--- src/rtl/filter_scheduler.sv ---
// filter_scheduler: shares one 3-tap smoothing filter y = (x[n] + 2*x[n-1] + x[n-2]) >> 2
// across NCH sample channels. Each channel keeps its own two-sample history, and the
// channels are served round-robin, one sample per cycle.
// Ports:
//   CLK, RST_N      clock, asynchronous active-low reset
//   in_valid/ready  per-channel sample handshake (in_ready is combinational and one-hot or zero)
//   in_data         packed per-channel samples, channel c at [c*W +: W]
//   clr             per-channel synchronous history clear
//   out_valid/ready registered result handshake
//   out_data        filtered result
//   out_ch          channel that produced out_data
//   out_warm        result computed from a full two-sample history
module filter_scheduler #(
  parameter int unsigned NCH = 4,
  parameter int unsigned W   = 8,
  parameter int unsigned CW  = 2
) (
  input  logic             CLK,
  input  logic             RST_N,
  input  logic [NCH-1:0]   in_valid,
  input  logic [NCH*W-1:0] in_data,
  output logic [NCH-1:0]   in_ready,
  input  logic [NCH-1:0]   clr,
  output logic             out_valid,
  input  logic             out_ready,
  output logic [W-1:0]     out_data,
  output logic [CW-1:0]    out_ch,
  output logic             out_warm
);

  localparam int unsigned SW = W + 2;
  localparam logic [CW-1:0] LAST_CH = CW'(NCH - 1);
  localparam logic [1:0] WARM_FULL = 2'd2;

  logic [W-1:0]  d1_q   [NCH];
  logic [W-1:0]  d1_d   [NCH];
  logic [W-1:0]  d2_q   [NCH];
  logic [W-1:0]  d2_d   [NCH];
  logic [1:0]    warm_q [NCH];
  logic [1:0]    warm_d [NCH];
  logic [CW-1:0] ptr_q, ptr_d;
  logic          out_valid_q, out_valid_d;
  logic [W-1:0]  out_data_q, out_data_d;
  logic [CW-1:0] out_ch_q, out_ch_d;
  logic          out_warm_q, out_warm_d;

  logic          found_hi, found_lo;
  logic [CW-1:0] win_hi, win_lo, win_c;
  logic          accept;
  logic [W-1:0]  x_sel, d1_sel, d2_sel, d1_eff, d2_eff;
  logic [1:0]    warm_sel;
  logic          clr_sel;
  logic [SW-1:0] sum_c;

  // Round-robin winner: first requester at or above the pointer, else the lowest requester.
  always_comb begin
    found_hi = 1'b0;
    found_lo = 1'b0;
    win_hi   = '0;
    win_lo   = '0;
    for (int unsigned c = 0; c < NCH; c++) begin
      if (in_valid[c] && !found_lo) begin
        found_lo = 1'b1;
        win_lo   = CW'(c);
      end
      if (in_valid[c] && !found_hi && (CW'(c) >= ptr_q)) begin
        found_hi = 1'b1;
        win_hi   = CW'(c);
      end
    end
    win_c = found_hi ? win_hi : win_lo;
  end

  // A sample is taken only when the output register is empty or draining this cycle.
  assign accept = found_lo && (!out_valid_q || out_ready);

  always_comb begin
    in_ready = '0;
    for (int unsigned c = 0; c < NCH; c++) begin
      in_ready[c] = accept && (win_c == CW'(c));
    end
  end

  // Mux the winning channel's sample and history into the shared datapath.
  always_comb begin
    x_sel    = '0;
    d1_sel   = '0;
    d2_sel   = '0;
    warm_sel = '0;
    clr_sel  = 1'b0;
    for (int unsigned c = 0; c < NCH; c++) begin
      if (win_c == CW'(c)) begin
        x_sel    = in_data[c*W +: W];
        d1_sel   = d1_q[c];
        d2_sel   = d2_q[c];
        warm_sel = warm_q[c];
        clr_sel  = clr[c];
      end
    end
  end

  // A coincident clear makes the computation see an empty history.
  assign d1_eff = clr_sel ? '0 : d1_sel;
  assign d2_eff = clr_sel ? '0 : d2_sel;
  assign sum_c  = SW'(x_sel) + (SW'(d1_eff) << 1) + SW'(d2_eff);

  // Next-state for histories, pointer and output register.
  always_comb begin
    d1_d        = d1_q;
    d2_d        = d2_q;
    warm_d      = warm_q;
    ptr_d       = ptr_q;
    out_valid_d = out_valid_q;
    out_data_d  = out_data_q;
    out_ch_d    = out_ch_q;
    out_warm_d  = out_warm_q;

    for (int unsigned c = 0; c < NCH; c++) begin
      if (accept && (win_c == CW'(c))) begin
        d1_d[c]   = in_data[c*W +: W];
        d2_d[c]   = clr[c] ? '0 : d1_q[c];
        warm_d[c] = clr[c] ? 2'd1 :
                    ((warm_q[c] == WARM_FULL) ? WARM_FULL : warm_q[c] + 2'd1);
      end else if (clr[c]) begin
        d1_d[c]   = '0;
        d2_d[c]   = '0;
        warm_d[c] = '0;
      end
    end

    if (accept) begin
      ptr_d       = (win_c == LAST_CH) ? '0 : win_c + CW'(1);
      out_valid_d = 1'b1;
      out_data_d  = W'(sum_c >> 2);
      out_ch_d    = win_c;
      out_warm_d  = !clr_sel && (warm_sel == WARM_FULL);
    end else if (out_ready) begin
      out_valid_d = 1'b0;
    end
  end

  always_ff @(posedge CLK or negedge RST_N) begin
    if (!RST_N) begin
      for (int unsigned c = 0; c < NCH; c++) begin
        d1_q[c]   <= '0;
        d2_q[c]   <= '0;
        warm_q[c] <= '0;
      end
      ptr_q       <= '0;
      out_valid_q <= 1'b0;
      out_data_q  <= '0;
      out_ch_q    <= '0;
      out_warm_q  <= 1'b0;
    end else begin
      d1_q        <= d1_d;
      d2_q        <= d2_d;
      warm_q      <= warm_d;
      ptr_q       <= ptr_d;
      out_valid_q <= out_valid_d;
      out_data_q  <= out_data_d;
      out_ch_q    <= out_ch_d;
      out_warm_q  <= out_warm_d;
    end
  end

  assign out_valid = out_valid_q;
  assign out_data  = out_data_q;
  assign out_ch    = out_ch_q;
  assign out_warm  = out_warm_q;

endmodule
--- config.mk ---
export PLATFORM = sky130hd
export DESIGN_NAME = filter_scheduler
export DESIGN_NICKNAME = d
export VERILOG_FILES = /design/src/rtl/filter_scheduler.sv
export SDC_FILE = /design/constraint.sdc
export NUM_CORES = 1
export LEC_CHECK = 0
export ABC_CLOCK_PERIOD_IN_PS = 4250
export BUFFER_PORTS_ARGS = -buffer_cell sky130_fd_sc_hd__buf_2
export CORE_MARGIN = 5
export CORE_UTILIZATION = 53
export CTS_CLUSTER_DIAMETER = 50
export DETAILED_ROUTE_END_ITERATION = 8
export GPL_ROUTABILITY_DRIVEN = 0
export PLACE_DENSITY = 0.85
export RECOVER_POWER = 100
export SYNTH_ARGS = -nofsm -noshare
export SYNTH_HDL_FRONTEND = slang
export SYNTH_SLANG_ARGS = --single-unit
--- constraint.sdc ---
create_clock -name CLK -period 4.25 [get_ports CLK]
set_input_delay 0.6375 -clock CLK [delete_from_list [all_inputs] [get_ports CLK]]
set_output_delay 0.6375 -clock CLK [all_outputs]
set_load 0.02 [all_outputs]
After elaboration in Yosys (flattened, before gate mapping) --
Index checks and enable logic that the tools add are counted. Widths: inputs -> output; s select.
Word-level totals: logic and storage cells 139, bits in registers 86, output and inout bits 16, input port bits 43
Cells by class: multiplexer cells 72, add/subtract/negate cells 7, order comparisons 4, reductions and logical operators 31, eq/ne operators 8
Operators by type and width (number):
- $mux 8 | 30
- $mux 2 | 26
- $logic_and 1x1->1 | 16
- $mux 1 | 16
- $eq 2x2->1 const B | 7
- $add 10x8->10 | 1
- $add 2x1->2 const B | 5
- $add 8x9->10 | 1
- $reduce_bool 2->1 | 5
- $logic_not 1->1 | 8
- $ge 1x2->1 const A | 2
- $ge 2x2->1 const A | 2
- $eq 2x1->1 const B | 1
- $logic_not 2->1 | 1
- $logic_or 1x1->1 | 1

Depth between registers and ports, before layout --
Gate-level depths: netlist of run 1.
word-level depth 24, mapped depth 22, mapped depth without buffers 21

Worst setup path before layout of run 1 --
Ideal clock, no wire load.
path kind input to register, start point input in_valid[1], end point register out_data_q[5], in the netlist out_data[5], cell stages on the path 19, arrival time 4.313 ns, slack -0.182 ns, setup time 0.120 ns, buffers on the path 3, data required time 4.130 ns, path through mux2i_1 > a221oi_1 > inv_1 > ha_1 > buf_2 > and3b_1 > o21ai_0 > and2_1 > buf_2 > buf_2 > a22o_1 > fa_1 > ha_1 > nor2b_1 > o21ai_1 > a21boi_1 > o21a_1 > or3_1 > a31o_1
On the way: cells in the longest elaborated chain, start to end 20, elaborated cells on any way between the ends 51, classes of those cells 2 x add/sub; 3 x eq/ne; 31 x mux; 15 x reduce/logical
Ends and longest elaborated chain:
- start: declaration | RTL line 20 | input logic [NCH-1:0] in_valid,
- $logic_and 1x1->1 (2 in a row) | RTL line 66 | if (in_valid[c] && !found_hi && (CW'(c) >= ptr_q)) begin
- $mux 1 | RTL line 66
- $logic_not 1->1 | RTL line 66
- $logic_and 1x1->1 (2 in a row) | RTL line 66
- $mux 1 | RTL line 66
- $logic_not 1->1 | RTL line 66
- $logic_and 1x1->1 (2 in a row) | RTL line 66
- $mux 2 or $mux 1 (tied branches) | RTL line 66
- $mux 2 (*) | RTL line 71 | win_c = found_hi ? win_hi : win_lo;
- named net win_c[0] | RTL line 48 | logic [CW-1:0] win_hi, win_lo, win_c;
- $logic_not 2->1 | RTL line 92 | if (win_c == CW'(c)) begin
- $mux 8 or $mux 1 (tied branches) (4 in a row) | RTL line 92
- $mux 8 | RTL line 103 | assign d1_eff = clr_sel ? '0 : d1_sel;
- $add 8x9->10 | RTL line 105 | assign sum_c = SW'(x_sel) + (SW'(d1_eff) << 1) + SW'(d2_eff);
- $add 10x8->10 (*) | RTL line 105
- end signal: assignment | RTL line 160 | out_data_q <= out_data_d;
- end: declaration | RTL line 43 | logic [W-1:0] out_data_q, out_data_d;
The timed path passes the listed nets; every way through them passes the cells marked *. A chain may end at the register's enable or synchronous reset.

Worst setup path after layout of run 1 --
start point register ptr_q[0], end point register out_data_q[5], in the netlist out_data[5]
On the way: cells in the longest elaborated chain, start to end 24, elaborated cells on any way between the ends 46, classes of those cells 2 x add/sub; 4 x order compare; 3 x eq/ne; 26 x mux; 11 x reduce/logical
Ends and longest elaborated chain:
- start: declaration | RTL line 41 | logic [CW-1:0] ptr_q, ptr_d;
- start signal: assignment | RTL line 158 | ptr_q <= ptr_d;
- $ge 1x2->1 | RTL line 66
- $logic_and 1x1->1 | RTL line 66
- $mux 1 | RTL line 66
- $logic_not 1->1 | RTL line 66
- $logic_and 1x1->1 (2 in a row) | RTL line 66
- $mux 1 | RTL line 66
- $logic_not 1->1 | RTL line 66
- $logic_and 1x1->1 (2 in a row) | RTL line 66
- (+4 left out)
- $mux 2 or $mux 1 (tied branches) | RTL line 66
- $mux 2 (*) | RTL line 71
- named net win_c[0] | RTL line 48
- $logic_not 2->1 | RTL line 92
- $mux 8 or $mux 1 (tied branches) (4 in a row) | RTL line 92
- $mux 8 | RTL line 103
- $add 8x9->10 | RTL line 105
- $add 10x8->10 (*) | RTL line 105
Marked as above.

==> summary.md, run 1 <==
| Metric | Value |
|---|---|
| Violated checks | capacitance limit, slew limit |
| Seq/Total Area, Yosys | 42.5% |
| Routed WL | 13400 um |
| Vias in the first global route | 4554 |
| Peak supply drop | 239 uV |
| Cells on worst reg2reg path | 21 |
| Worst setup EP type | flip-flop |
| Initial antenna violation count | 0 |
| Xor-xnor portion of the synthesized cell area | 0.346% |
| Met2 wire len | 6650 um |
| Mean post-synth cell area | 8.15 um2 |
| EDFF count, synth | 0 |
| TritonCTS Buffers | 9 |
| CP Cell Sequence | buf_4 -> mux2i_1 -> a221oi_2 -> buf_4 -> inv_1 -> ha_1 -> buf_6 -> clkbuf_4 -> nand2_1 -> nor2_1 -> a21oi_2 -> o21ai_1 -> a22oi_2 -> fa_1 -> inv_1 -> ha_1 -> o21ai_2 -> a21boi_2 -> o21a_1 -> or3_1 -> a31o_1 |
| Final Cycle Share | 97.5% |
| Hold WC Path Type | reg -> reg |
| Maximum root-to-sink buffer count | 2 |
| MaxCap Viol Count | 1 |
| Post-Syn Instances | 621 |
| Root Buffer | clkbuf_8 |
| Buf/Inv on CP | 6 |
| First-pass GRT wire length | 21500 um |
| Vias per std cell | 5.61 |
| Final cell count without fillers | 832 |
| Compound-Gate Fraction of Synth Area | 17.1% |
| Area Growth Syn to Fin | 17.3% |
| CP arrival | 4.40 ns |
| Layout cell share with drive strength beyond 1 | 19.9% |
| Reg-to-reg slack, setup | 0.11 ns |
| DIE HEIGHT | 108 um |
| Hold path depth | 2 |
| Gr ovfl total | 0 |
| Met3 wire len | 873 um |
| Antenna fix cells | 0 |
| WP data required | 4.51 ns |
| CTS tree | done |
| Area leader, netlist | dfrtp_1 |
| Commonest non-fill, non-tap cell in the layout | nand2_1 |
| Pwr dens | 464 nW/um2 |
| Top cell type's share of synthesized area | 42.5% |
| CP Launch Type | flip-flop |
| Die X | 108 um |
| Port Buffers | 58 |
| Register bit count reported by yosys | 86 |
| Design area | 5940 um2 |
| Number of distinct library cells after synthesis | 53 |
| Post-synthesis adder-cell area fraction | 6.87% |
| Worst rel slew slack | -42.4% |
| Leak | 0.00281 uW |
| M1 WL | 5440 um |
| Slowest stage delay, CP | 0.53 ns |
| DP Wirelength | 9540 um |
| Synth Warn # | 0 |
| Pwr Total | 2760 uW |
| Clk Latency, worst-skew pair | 0.36 ns |
| Setup violators final | 0 |
| DRC Markers | 0 |
| Most frequent cells in the layout | 205 x nand2_1, 85 x dfrtp_1, 58 x a21oi_1 |
| Reg clk slew, reported paths | 0.09 ns |
| GR Util All Layers | 23.3% |
| Largest net degree at the start of global routing | 87 |
| Die Area | 11600 um2 |
| Post-route ant nets | 0 |
| Primary FF master, synth | dfrtp_1 |
| Util after Layout | 63.9% |
| Drt pass-1 iters | 5 |
| Fillers | 802 |
| Hold Buf Count CTS | 0 |
| Worst slew pin tran | 2.14 ns |
| Sink Count | 86 |
| Net Count, Synth | 687 |
| Fraction of the mapped netlist area in simple logic gates | 25.7% |
| DP Cell Count | 811 |
| WL/cell | 16.1 um |
| Worst-path fanout max | 9 |
| Mux share of post-synthesis cell area | 1.38% |
| Max Transition Viols Final | 87 |
| Levels on crit path | 21 |
| Crit Path Class | reg -> reg |
| Main combinational cell family by area after synthesis | simple AND/OR/NAND/NOR gates |
| Initial drt markers | 446 |
| Fraction of registers with async set/reset | 100% |
| Top routing layer in use | met4 |
| Via count | 4665 |
| Core area | 9280 um2 |
| Fmax | 0.241 GHz |
| Crit-path leading delay family | compound AO/OA/AOI/OAI gates |
| # rows | 35 |
| H-tree depth | 3 |
| Mapped Area | 5060 um2 |
| Hold Vio Cnt, Final | 0 |
| # IOs | 59 |
| Worst path slowest cell | fa_1 |
| NumNets Final | 765 |
| Status | complete, but fails checks |
| Final Skew | 0.0102 ns |
| Initial core utilization | 54.5% |
| Synth area leaders | dfrtp_1 43%, nand2_1 15%, a21oi_1 6.5% |
| Fin crit period | 4.14 ns |
| Area of placed instances | 5660 um2 |
## per-layer routing
| layer | up-vias | GRT usage [%] |
|---|---|---|
| li1 | 2215 | - |
| met4 | 0 | 8.48 |
| met3 | 35 | 5.16 |
| met1 | 2240 | 29.4 |
| met2 | 175 | 39.1 |
| met5 | - | 0 |
## layout make-up
| class | instances | area [um2] | area share, % |
|---|---|---|---|
| clock buffers | 11 | 141 | 2.38 |
| clock inverters | 4 | 47.5 | 0.801 |
| inverters | 28 | 105 | 1.77 |
| multi-input cells | 467 | 2670 | 45.0 |
| flip-flops and latches | 86 | 2150 | 36.3 |
| well taps | 129 | 161 | 2.72 |
| repair buffers | 107 | 654 | 11.0 |
## repair_timing
action | 4_1_cts | 5_1_grt
gates resized for setup | 0 | 37
endpoints found under the setup margin | 0 | 6
setup buffers | 0 | 6
## per-stage QoR
step	TNS, ns	hold WS [ns]	setup slack, ns
floorplan	0	0.342	0.00381
global placement	-0.101	0.456	-0.0914
detailed placement	-0.623	0.465	-0.266
CTS	0	0.473	0.0430
global route	-0.218	0.484	-0.118
finish	0	0.481	0.108
## sequential cells by signal, summed over array words and instances, names as in the netlist
register   count
ptr_q          2
out_valid      1
d1_q          32
d2_q          32
warm_q         8
out_ch         2
out_data       8
out_warm       1
## cell families (layout without fill, tap and decap cells)
logic type	count (synthesis)	in the layout
muxes	7	7
and+or+nand+nor	291	291
AOI/OAI and AO/OA	144	144
adders and majority gates	23	23
xor gates and xnor gates	2	2
buffers and inverters	68	150
DFF	86	86
## path summary, 6_finish.rpt
check	startpoint	end
min reg2reg	out_data[4]	out_data[4]
min in group asynchronous	RST_N	ptr_q[1]
min	out_data[4]	out_data[4]
max in group asynchronous	RST_N	ptr_q[1]
max reg2reg	ptr_q[0]	out_data[5]
max	ptr_q[0]	out_data[5]
## where the power goes
part	internal, uW	switching, uW
sequential	931	82.5
clock	283	292
combinational	474	694
## worst register-to-register path, stage by stage, from the launching register on
cell and delay (ns):
dfrtp_1 0.39, buf_4 0.14, mux2i_1 0.15, a221oi_2 0.09, buf_4 0.16, inv_1 0.09, ha_1 0.20, buf_6 0.15
clkbuf_4 0.19, nand2_1 0.06, nor2_1 0.12, a21oi_2 0.07, o21ai_1 0.26, a22oi_2 0.15, fa_1 0.53, inv_1 0.05
ha_1 0.32, o21ai_2 0.09, a21boi_2 0.09, o21a_1 0.20, or3_1 0.32, a31o_1 0.23
## cells in the mapped netlist (4+ instances only)
library cell  number
ha_1              15
o21ai_1            5
inv_1             23
a22oi_1            8
nand3_1            4
o21ai_0           34
buf_2             14
clkbuf_1          16
fa_1               8
inv_2              5
nand3b_1          32
dfrtp_1           86
nand2_1          202
a21oi_1           66
buf_4              7
mux2i_1            7
a22o_1             7
nor2_1            32
No activity file was read; power rests on OpenSTA's default activity.
==> inputs of run 2 (changes only) <==
- PLACE_DENSITY: 0.85 -> 0.86
- SLEW_MARGIN: default -> 40
==> summary.md, run 2 (same netlist as run 1, synthesis figures left out) <==
| Metric | Value |
|---|---|
| Clk Latency, worst-skew pair | 0.37 ns |
| DIE HEIGHT | 108 um |
| Root Buffer | clkbuf_8 |
| Design area | 5950 um2 |
| Most frequent cells in the layout | 203 x nand2_1, 85 x dfrtp_1, 65 x a21oi_1 |
| DP Wirelength | 9850 um |
| Commonest non-fill, non-tap cell in the layout | nand2_1 |
| Peak supply drop | 212 uV |
| Final Cycle Share | 97.8% |
| Port Buffers | 58 |
| # IOs | 59 |
| Hold Vio Cnt, Final | 0 |
| Post-route ant nets | 0 |
| Sink Count | 86 |
| Initial core utilization | 54.5% |
| Worst-path fanout max | 5 |
| Layout cell share with drive strength beyond 1 | 18.7% |
| WL/cell | 16.2 um |
| CP arrival | 4.42 ns |
| First-pass GRT wire length | 22100 um |
| GR Util All Layers | 24.0% |
| Gr ovfl total | 0 |
| NumNets Final | 762 |
| Violated checks | capacitance limit, slew limit |
| Setup violators final | 0 |
| Die Area | 11600 um2 |
| Fin Hold WS | 0.467 ns |
| Pwr dens | 473 nW/um2 |
| Area Growth Syn to Fin | 17.5% |
| FF+latch area | 2150 um2 |
| Leak | 0.00283 uW |
| Worst slew pin tran | 2.12 ns |
| # rows | 35 |
| H-tree depth | 3 |
| Vias in the first global route | 4684 |
| Area of placed instances | 5660 um2 |
| Routed WL | 13400 um |
| Worst rel slew slack | -41.5% |
| WP data required | 4.52 ns |
| Maximum root-to-sink buffer count | 2 |
| Antenna fix cells | 0 |
| Crit Path Class | reg -> reg |
| Drt pass-1 iters | 5 |
| Fmax | 0.241 GHz |
| Worst setup EP type | flip-flop |
| Core area | 9280 um2 |
| CP Launch Type | flip-flop |
| Largest registers | d1_q: 32 flops, d2_q: 32 flops |
| Pwr Total | 2810 uW |
| Fillers | 806 |
| Final Skew | 0.0118 ns |
| Reg clk slew, reported paths | 0.09 ns |
| Vias per std cell | 5.65 |
| MaxCap Viol Count | 1 |
| Footprint of the multi-input gates | 2660 um2 |
| Die X | 108 um |
| CTS tree | done |
| Fin crit period | 4.15 ns |
| Hold WC Path Type | in -> reg |
| DRC Markers | 0 |
| TritonCTS Buffers | 9 |
| Initial antenna violation count | 0 |
| Via count | 4693 |
| Status | complete, but fails checks |
| Largest net degree at the start of global routing | 87 |
| Initial drt markers | 378 |
| Max Transition Viols Final | 87 |
| Util after Layout | 64.1% |
run 2: changes by cell type in the layout (fill, tap and decap cells not counted), moves of 3 or more:
cell     delta
a21oi_2     -8
a21oi_1     +7
o21ai_0     +4
o21ai_2     -3
run 2: final timing paths:
path	to	startpoint	cells after the start	slack, ns
setup / recovery	out_data[5]	ptr_q[1]	18	0.1
hold / removal	d1_q[0]	in_data[24]	3	0.47
setup reg to reg	out_data[5]	ptr_q[1]	18	0.1
hold reg to reg	out_data[1]	out_data[1]	2	0.48
max in group asynchronous	ptr_q[1]	RST_N	1	2.03
min in group asynchronous	ptr_q[0]	RST_N	1	0.85
run 2: final cells by class:
cell class	instances	share of cell area, %
multi-input combinational	467	44.8
sequential	86	36.2
timing repair buffer	104	10.8
tap	129	2.71
clock buffer	11	2.38
inverter	28	1.77
clock inverter	5	1.39
run 2: per-stage QoR:
| stage | setup TNS (ns) | cells | worst slack (ns) |
|---|---|---|---|
| after global routing | -0.0692 | 830 | -0.0692 |
| after CTS | 0 | 825 | 0.0251 |
| after floorplan | 0 | 621 | 0.00381 |
| after global placement | -0.160 | 809 | -0.120 |
| after detailed placement | -0.694 | 809 | -0.269 |
| final | 0 | 830 | 0.0955 |
run 2: metal layers:
metal | vias up | track usage, % | part of all wire [%]
li1 | 2217 | - | -
met1 | 2244 | 30.4 | 40
met2 | 188 | 40.7 | 50
met3 | 44 | 3.24 | 5.8
met4 | 0 | 10.7 | 3.8
met5 | - | 0 | 0
run 2: power breakdown:
part           internal (uW)  switching (uW)
clock                    348             300
combinational            468             679
sequential               931            85.8
run 2: worst max-delay path, stage by stage, from the launching register on:
cell,delay [ns]
dfrtp_2,0.45
mux2i_1,0.15
a221oi_2,0.35
inv_2,0.10
ha_1,0.26
a21o_1,0.19
o21ai_2,0.15
and2_4,0.16
buf_4,0.12
a22o_1,0.15
fa_1,0.44
o211ai_1,0.14
fa_2,0.27
nor2b_1,0.05
o21ai_1,0.21
a21boi_2,0.09
o21a_1,0.20
or3_1,0.32
a31o_1,0.24
run 2: repair_timing:
item                       CTS  global route
buffers inserted             0             5
pin swaps                    0            12
setup endpoints to repair    1             6
resized for setup            1            24
hold buffers                 0             0
